[src/rtl/scfifo_s_pkg.sv]
// Shared types and helpers for the scfifo_s occupancy controller family.
// The occupancy operation is decoded once from the accepted write/read pair.
package scfifo_s_pkg;

  localparam int unsigned ADDR_WIDTH_MIN = 2;
  localparam int unsigned ADDR_WIDTH_MAX = 16;

  typedef enum logic [1:0] {
    OCC_HOLD = 2'd0,
    OCC_INC  = 2'd1,
    OCC_DEC  = 2'd2
  } occ_op_t;

  // Simultaneous accepted write and read cancel out, so they decode to HOLD.
  function automatic occ_op_t occ_decode(input logic wr_acc, input logic rd_acc);
    occ_op_t op;
    case ({wr_acc, rd_acc})
      2'b10:   op = OCC_INC;
      2'b01:   op = OCC_DEC;
      default: op = OCC_HOLD;
    endcase
    return op;
  endfunction

  function automatic int unsigned occ_next(input int unsigned usedw, input occ_op_t op);
    int unsigned nxt;
    case (op)
      OCC_INC: nxt = usedw + 32'd1;
      OCC_DEC: nxt = usedw - 32'd1;
      default: nxt = usedw;
    endcase
    return nxt;
  endfunction

  // Depth from address width; guarded so an oversized width cannot shift out.
  function automatic int unsigned fifo_depth(input int unsigned aw);
    int unsigned d;
    if (aw >= 32'd31) d = 32'd0;
    else              d = 32'd1 << aw;
    return d;
  endfunction

endpackage

[src/rtl/scfifo_s_wrap_ptr.sv]
// ADDR_WIDTH-bit FIFO pointer with synchronous active-low reset and enable.
// Wraps DEPTH-1 -> 0 through natural overflow of the register width.
module scfifo_s_wrap_ptr #(
  parameter int unsigned ADDR_WIDTH = 5
) (
  input  logic                  i_clk,
  input  logic                  i_sclr_n,
  input  logic                  i_en,
  output logic [ADDR_WIDTH-1:0] o_ptr
);

  logic [ADDR_WIDTH-1:0] r_ptr;

  always_ff @(posedge i_clk) begin
    if (!i_sclr_n) begin
      r_ptr <= '0;
    end else if (i_en) begin
      r_ptr <= r_ptr + ADDR_WIDTH'(1);
    end
  end

  assign o_ptr = r_ptr;

endmodule

[src/rtl/scfifo_s_occ_ctrl.sv]
// Occupancy/pointer controller for the scfifo_s single-clock FIFO; drives an external SDP RAM.
// Optional sticky overflow/underflow flags are built when SCFIFO_S_OCC_ERR_EN is defined.
module scfifo_s_occ_ctrl
  import scfifo_s_pkg::*;
#(
  parameter int unsigned ADDR_WIDTH      = 5,
  parameter int unsigned ALMOST_FULL_TH  = (1 << ADDR_WIDTH) - 2,
  parameter int unsigned ALMOST_EMPTY_TH = 2
) (
  input  logic                  clk,
  input  logic                  sclr_n,
  input  logic                  wrreq,
  input  logic                  rdreq,
  output logic                  ram_wren,
  output logic [ADDR_WIDTH-1:0] ram_wraddr,
  output logic [ADDR_WIDTH-1:0] ram_rdaddr,
  output logic                  ram_rden,
  output logic [ADDR_WIDTH:0]   usedw,
  output logic                  full,
  output logic                  empty,
  output logic                  almost_full,
  output logic                  almost_empty,
  output logic                  overflow,
  output logic                  underflow
);

  localparam int unsigned        DEPTH   = fifo_depth(ADDR_WIDTH);
  localparam logic [ADDR_WIDTH:0] DEPTH_W = DEPTH[ADDR_WIDTH:0];
  localparam logic [ADDR_WIDTH:0] AF_TH   = ALMOST_FULL_TH[ADDR_WIDTH:0];
  localparam logic [ADDR_WIDTH:0] AE_TH   = ALMOST_EMPTY_TH[ADDR_WIDTH:0];

  if (ADDR_WIDTH < ADDR_WIDTH_MIN || ADDR_WIDTH > ADDR_WIDTH_MAX) begin : g_bad_aw
    $error("scfifo_s_occ_ctrl: ADDR_WIDTH out of range");
  end
  if (ALMOST_FULL_TH < 1 || ALMOST_FULL_TH > DEPTH) begin : g_bad_af
    $error("scfifo_s_occ_ctrl: ALMOST_FULL_TH out of range");
  end
  if (ALMOST_EMPTY_TH < 1 || ALMOST_EMPTY_TH > DEPTH) begin : g_bad_ae
    $error("scfifo_s_occ_ctrl: ALMOST_EMPTY_TH out of range");
  end

  logic                  r_full;
  logic                  r_empty;
  logic                  r_almost_full;
  logic                  r_almost_empty;
  logic [ADDR_WIDTH:0]   r_usedw;

  logic                  w_wr_acc;
  logic                  w_rd_acc;
  occ_op_t               w_op;
  logic [ADDR_WIDTH:0]   w_usedw_next;
  logic [ADDR_WIDTH-1:0] w_wr_ptr;
  logic [ADDR_WIDTH-1:0] w_rd_ptr;

  // Handshake: a request is accepted in the cycle it is high and the registered
  // flag allows it (write needs ~full, read needs ~empty); reset suppresses both.
  assign w_wr_acc = sclr_n & wrreq & ~r_full;
  assign w_rd_acc = sclr_n & rdreq & ~r_empty;

  assign w_op         = occ_decode(w_wr_acc, w_rd_acc);
  assign w_usedw_next = (ADDR_WIDTH + 1)'(occ_next(32'(r_usedw), w_op));

  scfifo_s_wrap_ptr #(.ADDR_WIDTH(ADDR_WIDTH)) u_wr_ptr (
    .i_clk    (clk),
    .i_sclr_n (sclr_n),
    .i_en     (w_wr_acc),
    .o_ptr    (w_wr_ptr)
  );

  scfifo_s_wrap_ptr #(.ADDR_WIDTH(ADDR_WIDTH)) u_rd_ptr (
    .i_clk    (clk),
    .i_sclr_n (sclr_n),
    .i_en     (w_rd_acc),
    .o_ptr    (w_rd_ptr)
  );

  // Flags come from the next count so they always agree with usedw.
  always_ff @(posedge clk) begin
    if (!sclr_n) begin
      r_usedw        <= '0;
      r_full         <= 1'b0;
      r_empty        <= 1'b1;
      r_almost_full  <= 1'b0;
      r_almost_empty <= 1'b1;
    end else begin
      r_usedw        <= w_usedw_next;
      r_full         <= (w_usedw_next == DEPTH_W);
      r_empty        <= (w_usedw_next == '0);
      r_almost_full  <= (w_usedw_next >= AF_TH);
      r_almost_empty <= (w_usedw_next < AE_TH);
    end
  end

`ifdef SCFIFO_S_OCC_ERR_EN
  logic r_overflow;
  logic r_underflow;

  always_ff @(posedge clk) begin
    if (!sclr_n) begin
      r_overflow  <= 1'b0;
      r_underflow <= 1'b0;
    end else begin
      if (wrreq && r_full)  r_overflow  <= 1'b1;
      if (rdreq && r_empty) r_underflow <= 1'b1;
    end
  end

  assign overflow  = r_overflow;
  assign underflow = r_underflow;
`else
  assign overflow  = 1'b0;
  assign underflow = 1'b0;
`endif

  assign ram_wren     = w_wr_acc;
  assign ram_rden     = w_rd_acc;
  assign ram_wraddr   = w_wr_ptr;
  assign ram_rdaddr   = w_rd_ptr;
  assign usedw        = r_usedw;
  assign full         = r_full;
  assign empty        = r_empty;
  assign almost_full  = r_almost_full;
  assign almost_empty = r_almost_empty;

endmodule
[config.mk]
export PLATFORM = sky130hd
export DESIGN_NAME = scfifo_s_occ_ctrl
export DESIGN_NICKNAME = d
export VERILOG_FILES = /design/src/rtl/scfifo_s_pkg.sv /design/src/rtl/scfifo_s_wrap_ptr.sv /design/src/rtl/scfifo_s_occ_ctrl.sv
export SDC_FILE = /design/constraint.sdc
export NUM_CORES = 1
export LEC_CHECK = 0
export CORE_AREA = 3 3 68 70
export DETAILED_ROUTE_END_ITERATION = 10
export DIE_AREA = 0 0 71 73
export GPL_ROUTABILITY_DRIVEN = 0
export PLACE_DENSITY = 0.6
export SYNTH_ARGS = -nofsm -noshare
export SYNTH_HDL_FRONTEND = slang
export SYNTH_SLANG_ARGS = --single-unit
[constraint.sdc]
create_clock -name clk -period 2.5 [get_ports clk]
set_input_delay 0.5 -clock clk [delete_from_list [all_inputs] [get_ports clk]]
set_output_delay 0.5 -clock clk [all_outputs]
set_load 0.1 [all_outputs]
==> results of run 1 <==
power breakdown:
group          switching (mW)  internal (mW)
Sequential             0.0254          0.339
Combinational           0.258          0.120
Clock                   0.108          0.214
Total                   0.391          0.673
cells in the final DEF, fill, tap and decap left out, types with 4 or more instances in the layout:
cell type / count
sky130_fd_sc_hd__buf_4: 46
sky130_fd_sc_hd__xor2_1: 10
sky130_fd_sc_hd__nand4_1: 6
sky130_fd_sc_hd__nand3_1: 6
sky130_fd_sc_hd__inv_1: 6
sky130_fd_sc_hd__a21oi_1: 4
sky130_fd_sc_hd__dfxtp_1: 16
sky130_fd_sc_hd__nand2_1: 10
sky130_fd_sc_hd__nor2_1: 15
routing by layer:
layer / track usage [%] / up-vias / wire [um]
met5: 0 / - / 0
met4: 4.18 / 0 / 26
met3: 2.89 / 4 / 128
li1: - / 597 / -
met2: 18.8 / 32 / 1520
met1: 15.3 / 556 / 1470
critical path: cells and delay by family (launching register included):
kind | cells | cell delay (ns)
compound gates | 3 | 0.50
xor+xnor | 1 | 0.15
fa+ha+maj | 1 | 0.20
buf+inv | 1 | 0.16
flops | 1 | 0.35
simple gates | 6 | 0.95
repair_timing:
item	in CTS	in global routing
setup endpoints to repair	7	5
pin swaps	5	12
endpoints found under the hold margin	0	0
resized for setup	5	16
through the flow:
stage / hold WS, ns / area, um^2 / worst slack, ns
after global routing: 0.536 / 1760 / 0.0384
after floorplan: 0.570 / 1240 / -0.0212
after detailed placement: 0.491 / 1650 / -0.452
after global placement: 0.486 / 1650 / -0.462
after CTS: 0.513 / 1730 / 0.0495
final: 0.509 / 1760 / 0.114
state kept, by name, summed over array words and instances, names as in the netlist:
| signal | cells |
|---|---|
| almost_empty | 1 |
| almost_full | 1 |
| usedw | 6 |
| empty | 1 |
| u_rd_ptr.o_ptr | 5 |
| full | 1 |
| u_wr_ptr.o_ptr | 5 |
logic make-up after synthesis:
logic type	after synthesis
compound gates	28
xor+xnor	14
fa+ha+maj	4
buf+inv	19
flops	20
mux	2
other cells	1
simple gates	57
how the worst max path moves through the flow:
| stage | end |
|---|---|
| final | empty |
| after CTS | almost_full |
| after global placement | almost_full |
| after detailed placement | almost_full |
| after global routing | empty |
| after floorplan | empty |
final cells by class:
class / count / area [um^2] / share of cell area, %
Clock buffer: 3 / 41.3 / 2.34
Clock inverter: 1 / 30.0 / 1.70
Inverter: 7 / 26.3 / 1.49
Multi-Input combinational cell: 107 / 795 / 45.1
Sequential cell: 20 / 408 / 23.1
Tap cell: 50 / 62.6 / 3.55
Timing Repair Buffer: 51 / 400 / 22.7
==> flow_metrics.tcl, run 1 <==
set metrics [dict create \
    worst_r2r_path_depth 12 \
    timing.critical_path.slowest_cell_delay_ns 0.35 \
    timing.rr.end "empty" \
    library_cell_with_the_highest_instance_count_after_synthesis "sky130_fd_sc_hd__dfxtp_1" \
    critical_path.max_fanout 5 \
    worstPathRequired_ns 2.67 \
    worst-slew-pin-transition_ns 0.546 \
    synth_simple_gate_area_share_pct 25.2 \
    synthesis.area_mm2 0.00120 \
    drt_wl_total_mm 3.15 \
    finalClockSkew_ns 0.00670 \
    grt_pass1_vias 1091 \
    worst_hold_path.num_cells 2 \
    grt_max_degree 17 \
    dpl.hpwl_mm 2.33 \
    post-route-min-period_ns 2.39 \
    synth_adder_area_share_pct 4.17 \
    antenna_cells 0 \
    cts-buffers-inserted 3 \
    post-route-period-util_pct 95.4 \
    yosysTopAreaCell "sky130_fd_sc_hd__dfxtp_1" \
    timing_max_transition_violations_final 0 \
    yosysTopAreaCellShare_pct 33.3 \
    worst_hold_path.endpoint "u_wr_ptr.o_ptr[1]" \
    worst_setup_path_startpoint "empty" \
    globalRouteTotalUtil_pct 11.7 \
    detail_route.vias_per_cell 4.97 \
    r2r_start "empty" \
    endpoint_kind "flop" \
    route.detailed.wl_per_inst_um 13.2 \
    boundaryPins 28 \
    ir_drop_mv 0.367 \
    min-delay-path-class "reg -> reg" \
    initialDrtViolationCount 62 \
    timing_hold_violations_final 0 \
    synth.avg_cell_area_um2 8.28 \
    dr_total_vias 1189 \
    setup_tns_ns 0 \
    yosysWarningCount 0 \
    timing.max_slew.rel_slack_pct 63.6 \
    design.final.nets 198 \
    report.final.setup_viol 0 \
    die_w_um 71 \
    die_height_um 73 \
    data_arrival_critical_path_ns 2.56 \
    rsz0062_at_grt "no" \
    min-delay-start "u_wr_ptr.o_ptr[1]" \
    floorplan.initialDensity_pct 29.8 \
    critPathSlowestCell "sky130_fd_sc_hd__dfxtp_4" \
    drtAntennaViolNets 0 \
    clkLatencyLatePin_ns 0.26 \
    cellLeakagePower_nw 0.789 \
    number_of_h_tree_branching_levels 1 \
    post_synth_main_area_contributors "sky130_fd_sc_hd__dfxtp_1 33%, sky130_fd_sc_hd__xor2_1 7.3%, sky130_fd_sc_hd__nor2_1 4.7%, sky130_fd_sc_hd__ha_1 4.2%, sky130_fd_sc_hd__nand2_1 3.1%" \
    synth-seq-area-share_pct 33.3 \
    synth-xor-area-share_pct 10.2 \
    synth_compound_gate_area_share_pct 17.6 \
    f_max_mhz 419 \
    clock_sinks 20 \
    final_core_utilization_pct 43.8 \
    syn2layout_area_growth_pct 46.8 \
    ys_dominant_reg_cell "sky130_fd_sc_hd__dfxtp_1" \
    layoutNonFillerInstCount 239 \
    timing.critical_path.from_type "flop" \
    maxCapViolCount 0 \
    drive_above_1_share_pct 40.7 \
    synth_enable_flop_cells 0 \
    post-route-drc-count 0 \
    postSynthRegisterBits 20 \
    cts-hold-fix-buffers 0 \
    power_density_mw_per_mm2 603 \
    run_status "finished clean" \
    cts_tree "yes" \
    synth_cell_type_count 45 \
    number_of_antenna_violations_at_the_first_check_in_global_routing 0 \
    timing.critical_path.cells "and3b_2, nand2_8, xnor2_2, ha_2, a21oi_2, nand3_1, a2bb2o_4, or2_0, buf_4, nor4_4, nor3_2, o31ai_1" \
    grt_first_pass_wirelength_mm 4.93 \
    cts.root.buffer_cell "sky130_fd_sc_hd__clkbuf_8" \
    worst-setup-path-type "reg -> reg" \
    async_flop_share_pct 0 \
    die-area_mm2 0.00518 \
    synth.mux.area_fraction_pct 1.67 \
    core_area_mm2 0.00403 \
    io_buffer_count 25 \
    grt_overflow_total 0 \
    clk_path_buf_depth 2 \
    place_inst 235 \
    syn_inst 145 \
    synth_top_family_by_area "simple AND/OR/NAND/NOR gates" \
    worst_setup_hold_path_clk_slew_ns 0.08 \
    fillers 403 \
    floorplan.rows 23 \
    post-layout-total-power_mw 1.06 \
    post-cts-setup-buffer-count 0 \
    synth_common_cells "20 x sky130_fd_sc_hd__dfxtp_1, 15 x sky130_fd_sc_hd__nor2_1, 10 x sky130_fd_sc_hd__nand2_1, 10 x sky130_fd_sc_hd__xor2_1, 7 x sky130_fd_sc_hd__inv_1" \
    reg2reg_setup_slack_ns 0.11 \
    firstDrtPassIters 4 \
]
Note: power is estimated with default switching activity, not from simulation.
==> inputs of run 2 (changes only) <==
--- a/config.mk
+++ b/config.mk
@@ -5,11 +5,13 @@
 export SDC_FILE = /design/constraint.sdc
 export NUM_CORES = 1
 export LEC_CHECK = 0
-export CORE_AREA = 3 3 68 70
+export CORE_AREA = 3 3 67 69
 export DETAILED_ROUTE_END_ITERATION = 10
-export DIE_AREA = 0 0 71 73
+export DIE_AREA = 0 0 70 72
 export GPL_ROUTABILITY_DRIVEN = 0
+export GPL_TIMING_DRIVEN = 0
 export PLACE_DENSITY = 0.6
 export SYNTH_ARGS = -nofsm -noshare
 export SYNTH_HDL_FRONTEND = slang
+export SYNTH_HIERARCHICAL = 1
 export SYNTH_SLANG_ARGS = --single-unit
==> run 2 against run 1 <==
  * Largest cell class unchanged
  * Critical path depth fell by 11
  * Sequential power fell by 5.8%
  * Die area is 2.8% lower
  * Power decreased by 22%
  * First-iteration DRC count decreased by 34%
  * Via count is 13% lower
  * Hold slack lost 0.034 ns
==> flow_metrics.tcl, run 2 <==
set metrics [dict create \
    cellLeakagePower_nw 0.736 \
    io_buffer_count 25 \
    floorplan.rows 23 \
    boundaryPins 28 \
    timing_max_transition_violations_final 0 \
    grt_first_pass_wirelength_mm 4.37 \
    die_height_um 72 \
    ys_dominant_reg_cell "sky130_fd_sc_hd__dfxtp_1" \
    f_max_mhz 417 \
    data_arrival_critical_path_ns 1.90 \
    floorplan.initialDensity_pct 29.4 \
    dr_total_vias 1033 \
    share_comb_of_total_power_pct 33.0 \
    route.detailed.wl_per_inst_um 12.5 \
    post-route-drc-count 0 \
    maxCapViolCount 0 \
    detail_route.vias_per_cell 4.83 \
    grt_pass1_vias 1004 \
    report.final.setup_viol 0 \
    crit_buf_inv 1 \
    synth_enable_flop_cells 0 \
    worst-setup-path-type "reg -> out" \
    power.sequential.fraction_pct 41.1 \
    async_flop_share_pct 0 \
    initialDrtViolationCount 41 \
    synthesis.area_mm2 0.00117 \
    antenna_cells 0 \
    synth.avg_cell_area_um2 9.05 \
    layoutNonFillerInstCount 214 \
    worst_setup_hold_path_clk_slew_ns 0.08 \
    place_inst 205 \
    switching_share_pct 36.9 \
    timing.critical_path.from_type "flop" \
    post-route-period-util_pct 96.0 \
    synth_cell_type_count 41 \
    postSynthRegisterBits 20 \
    syn_inst 129 \
    clkLatencyLatePin_ns 0.26 \
    synth_common_cells "20 x sky130_fd_sc_hd__dfxtp_1, 9 x sky130_fd_sc_hd__nor2_1, 8 x sky130_fd_sc_hd__nand2_1" \
    run_status "finished clean" \
    drt_wl_total_mm 2.67 \
    timing_hold_violations_final 0 \
    clock_sinks 20 \
    cts.root.buffer_cell "sky130_fd_sc_hd__clkbuf_8" \
    worstPathRequired_ns 2.00 \
    firstDrtPassIters 4 \
    yosysWarningCount 6 \
    min-delay-path-class "reg -> reg" \
    postLayoutCellArea_mm2 0.00164 \
    clockPowerShare_pct 25.9 \
    die-area_mm2 0.00504 \
    post-layout-total-power_mw 0.834 \
    post-route-min-period_ns 2.40 \
    internal_power_mw 0.526 \
    library_cell_with_the_highest_instance_count_after_synthesis "sky130_fd_sc_hd__dfxtp_1" \
    power_density_mw_per_mm2 510 \
    cts_tree "yes" \
    timing.max_slew.rel_slack_pct 34.6 \
    syn2layout_area_growth_pct 40.2 \
    yosysTopAreaCellShare_pct 34.3 \
    worst-slew-pin-transition_ns 0.978 \
    drtAntennaViolNets 0 \
    synth-seq-area-share_pct 34.3 \
    layout_common_cells "19 x sky130_fd_sc_hd__clkdlybuf4s50_1, 17 x sky130_fd_sc_hd__dfxtp_1, 8 x sky130_fd_sc_hd__nand2_1, 8 x sky130_fd_sc_hd__nor2_1, 8 x sky130_fd_sc_hd__buf_4" \
    power_switching_mw 0.308 \
    design.final.nets 173 \
    dpl.hpwl_mm 2.02 \
    drive_above_1_share_pct 23.2 \
    fin_ws_ns 0.101 \
    endpoint_kind "output port" \
    die_w_um 70 \
    post_synth_main_area_contributors "sky130_fd_sc_hd__dfxtp_1 34%, sky130_fd_sc_hd__mux2i_1 6.0%, sky130_fd_sc_hd__xnor2_1 4.5%, sky130_fd_sc_hd__ha_1 4.3%, sky130_fd_sc_hd__nand2b_1 3.8%" \
    number_of_antenna_violations_at_the_first_check_in_global_routing 0 \
    critPathTopFamily "buffers and inverters" \
    globalRouteTotalUtil_pct 10.5 \
    critical_path.max_fanout 7 \
    cts-buffers-inserted 3 \
    grt_max_degree 12 \
    timing.critical_path.cells "clkdlybuf4s50_1" \
    number_of_h_tree_branching_levels 1 \
    pre_cts_ws_ns -0.973 \
    grt_overflow_total 0 \
    largest_register_ff_count 6 \
    finalClockSkew_ns 0.00538 \
    timing.critical_path.slowest_cell_delay_ns 1.18 \
    clk_path_buf_depth 2 \
    critPathSlowestCell "sky130_fd_sc_hd__clkdlybuf4s50_1" \
    core_area_mm2 0.00397 \
    yosysTopAreaCell "sky130_fd_sc_hd__dfxtp_1" \
    placed_area_mm2 0.00151 \
    ir_drop_mv 0.234 \
    most_common_cell_after_layout_fill_and_taps_aside "sky130_fd_sc_hd__clkdlybuf4s50_1" \
]
run 2: power groups by stage:
| stage | clock network (mW) | registers [mW] | logic [mW] |
|---|---|---|---|
| 2_1_floorplan | 0 | 0.439 | 0.119 |
| 3_5_place_dp | 0 | 0.350 | 0.264 |
| 6_report | 0.216 | 0.343 | 0.275 |
| 4_1_cts | 0.227 | 0.343 | 0.267 |
| 3_3_place_gp | 0 | 0.350 | 0.259 |
| 5_1_grt | 0.243 | 0.345 | 0.292 |
run 2: final timing paths:
check	slack, ns	endpoint	from	cells past startpoint
hold / removal	0.48	u_wr_ptr/o_ptr[4]	u_wr_ptr/o_ptr[4]	2
setup reg to reg	0.16	almost_full	full	8
hold reg to reg	0.48	u_wr_ptr/o_ptr[4]	u_wr_ptr/o_ptr[4]	2
setup / recovery	0.10	usedw[3]	usedw[3]	1
run 2: worst register-to-register path: stages, from the launching register on:
cell,delay (ns)
sky130_fd_sc_hd__dfxtp_4,0.35
sky130_fd_sc_hd__and2b_2,0.25
sky130_fd_sc_hd__nor2_4,0.05
sky130_fd_sc_hd__xor2_1,0.17
sky130_fd_sc_hd__ha_2,0.20
sky130_fd_sc_hd__a211oi_1,0.65
sky130_fd_sc_hd__nor3_4,0.10
sky130_fd_sc_hd__xnor2_1,0.17
sky130_fd_sc_hd__o41ai_2,0.32
run 2: layout make-up:
| type | instances | area [um^2] |
|---|---|---|
| repair buffers | 30 | 294 |
| multi-input cells | 93 | 723 |
| fillers | 402 | 2330 |
| flip-flops and latches | 20 | 409 |
| well taps | 50 | 62.6 |
| clock buffers | 4 | 45.0 |
| inverters | 8 | 31.3 |
| plain buffers | 9 | 71.3 |
run 2: cells by family after synthesis:
| kind of cell | Yosys count | share of synthesized area, % |
|---|---|---|
| AOI/OAI and AO/OA | 20 | 13.7 |
| buffers and inverters | 17 | 8.04 |
| adders and majority gates | 4 | 4.29 |
| DFF | 20 | 34.3 |
| other | 1 | 0.321 |
| and+or+nand+nor | 50 | 25.6 |
| muxes | 8 | 6.97 |
| xor gates and xnor gates | 9 | 6.75 |
run 2: stage by stage:
stage	hold WS (ns)	TNS (ns)	util (%)
2_1_floorplan	0.651	0	-
3_3_place_gp	0.457	-7.49	38.1
3_5_place_dp	0.465	-7.94	38.1
4_1_cts	0.477	0	40.0
5_1_grt	0.521	-0.00821	41.2
6_report	0.475	0	41.2
run 2: timing repair:
item / 4_1_cts / 5_1_grt
hold buffers: 0 / 0
gates resized for setup: 14 / 10
endpoints found under the setup margin: 11 / 7
cloned: 0 / 0
buffers inserted: 4 / 1
pin swaps: 7 / 7
run 2: layer usage:
| layer | vias up | global-route usage [%] | wire [um] |
|---|---|---|---|
| met2 | 36 | 18.7 | 1320 |
| met5 | - | 0 | 0 |
| met1 | 480 | 12.3 | 1150 |
| met3 | 2 | 3.46 | 188 |
| met4 | 0 | 2.13 | 7 |
| li1 | 515 | - | - |
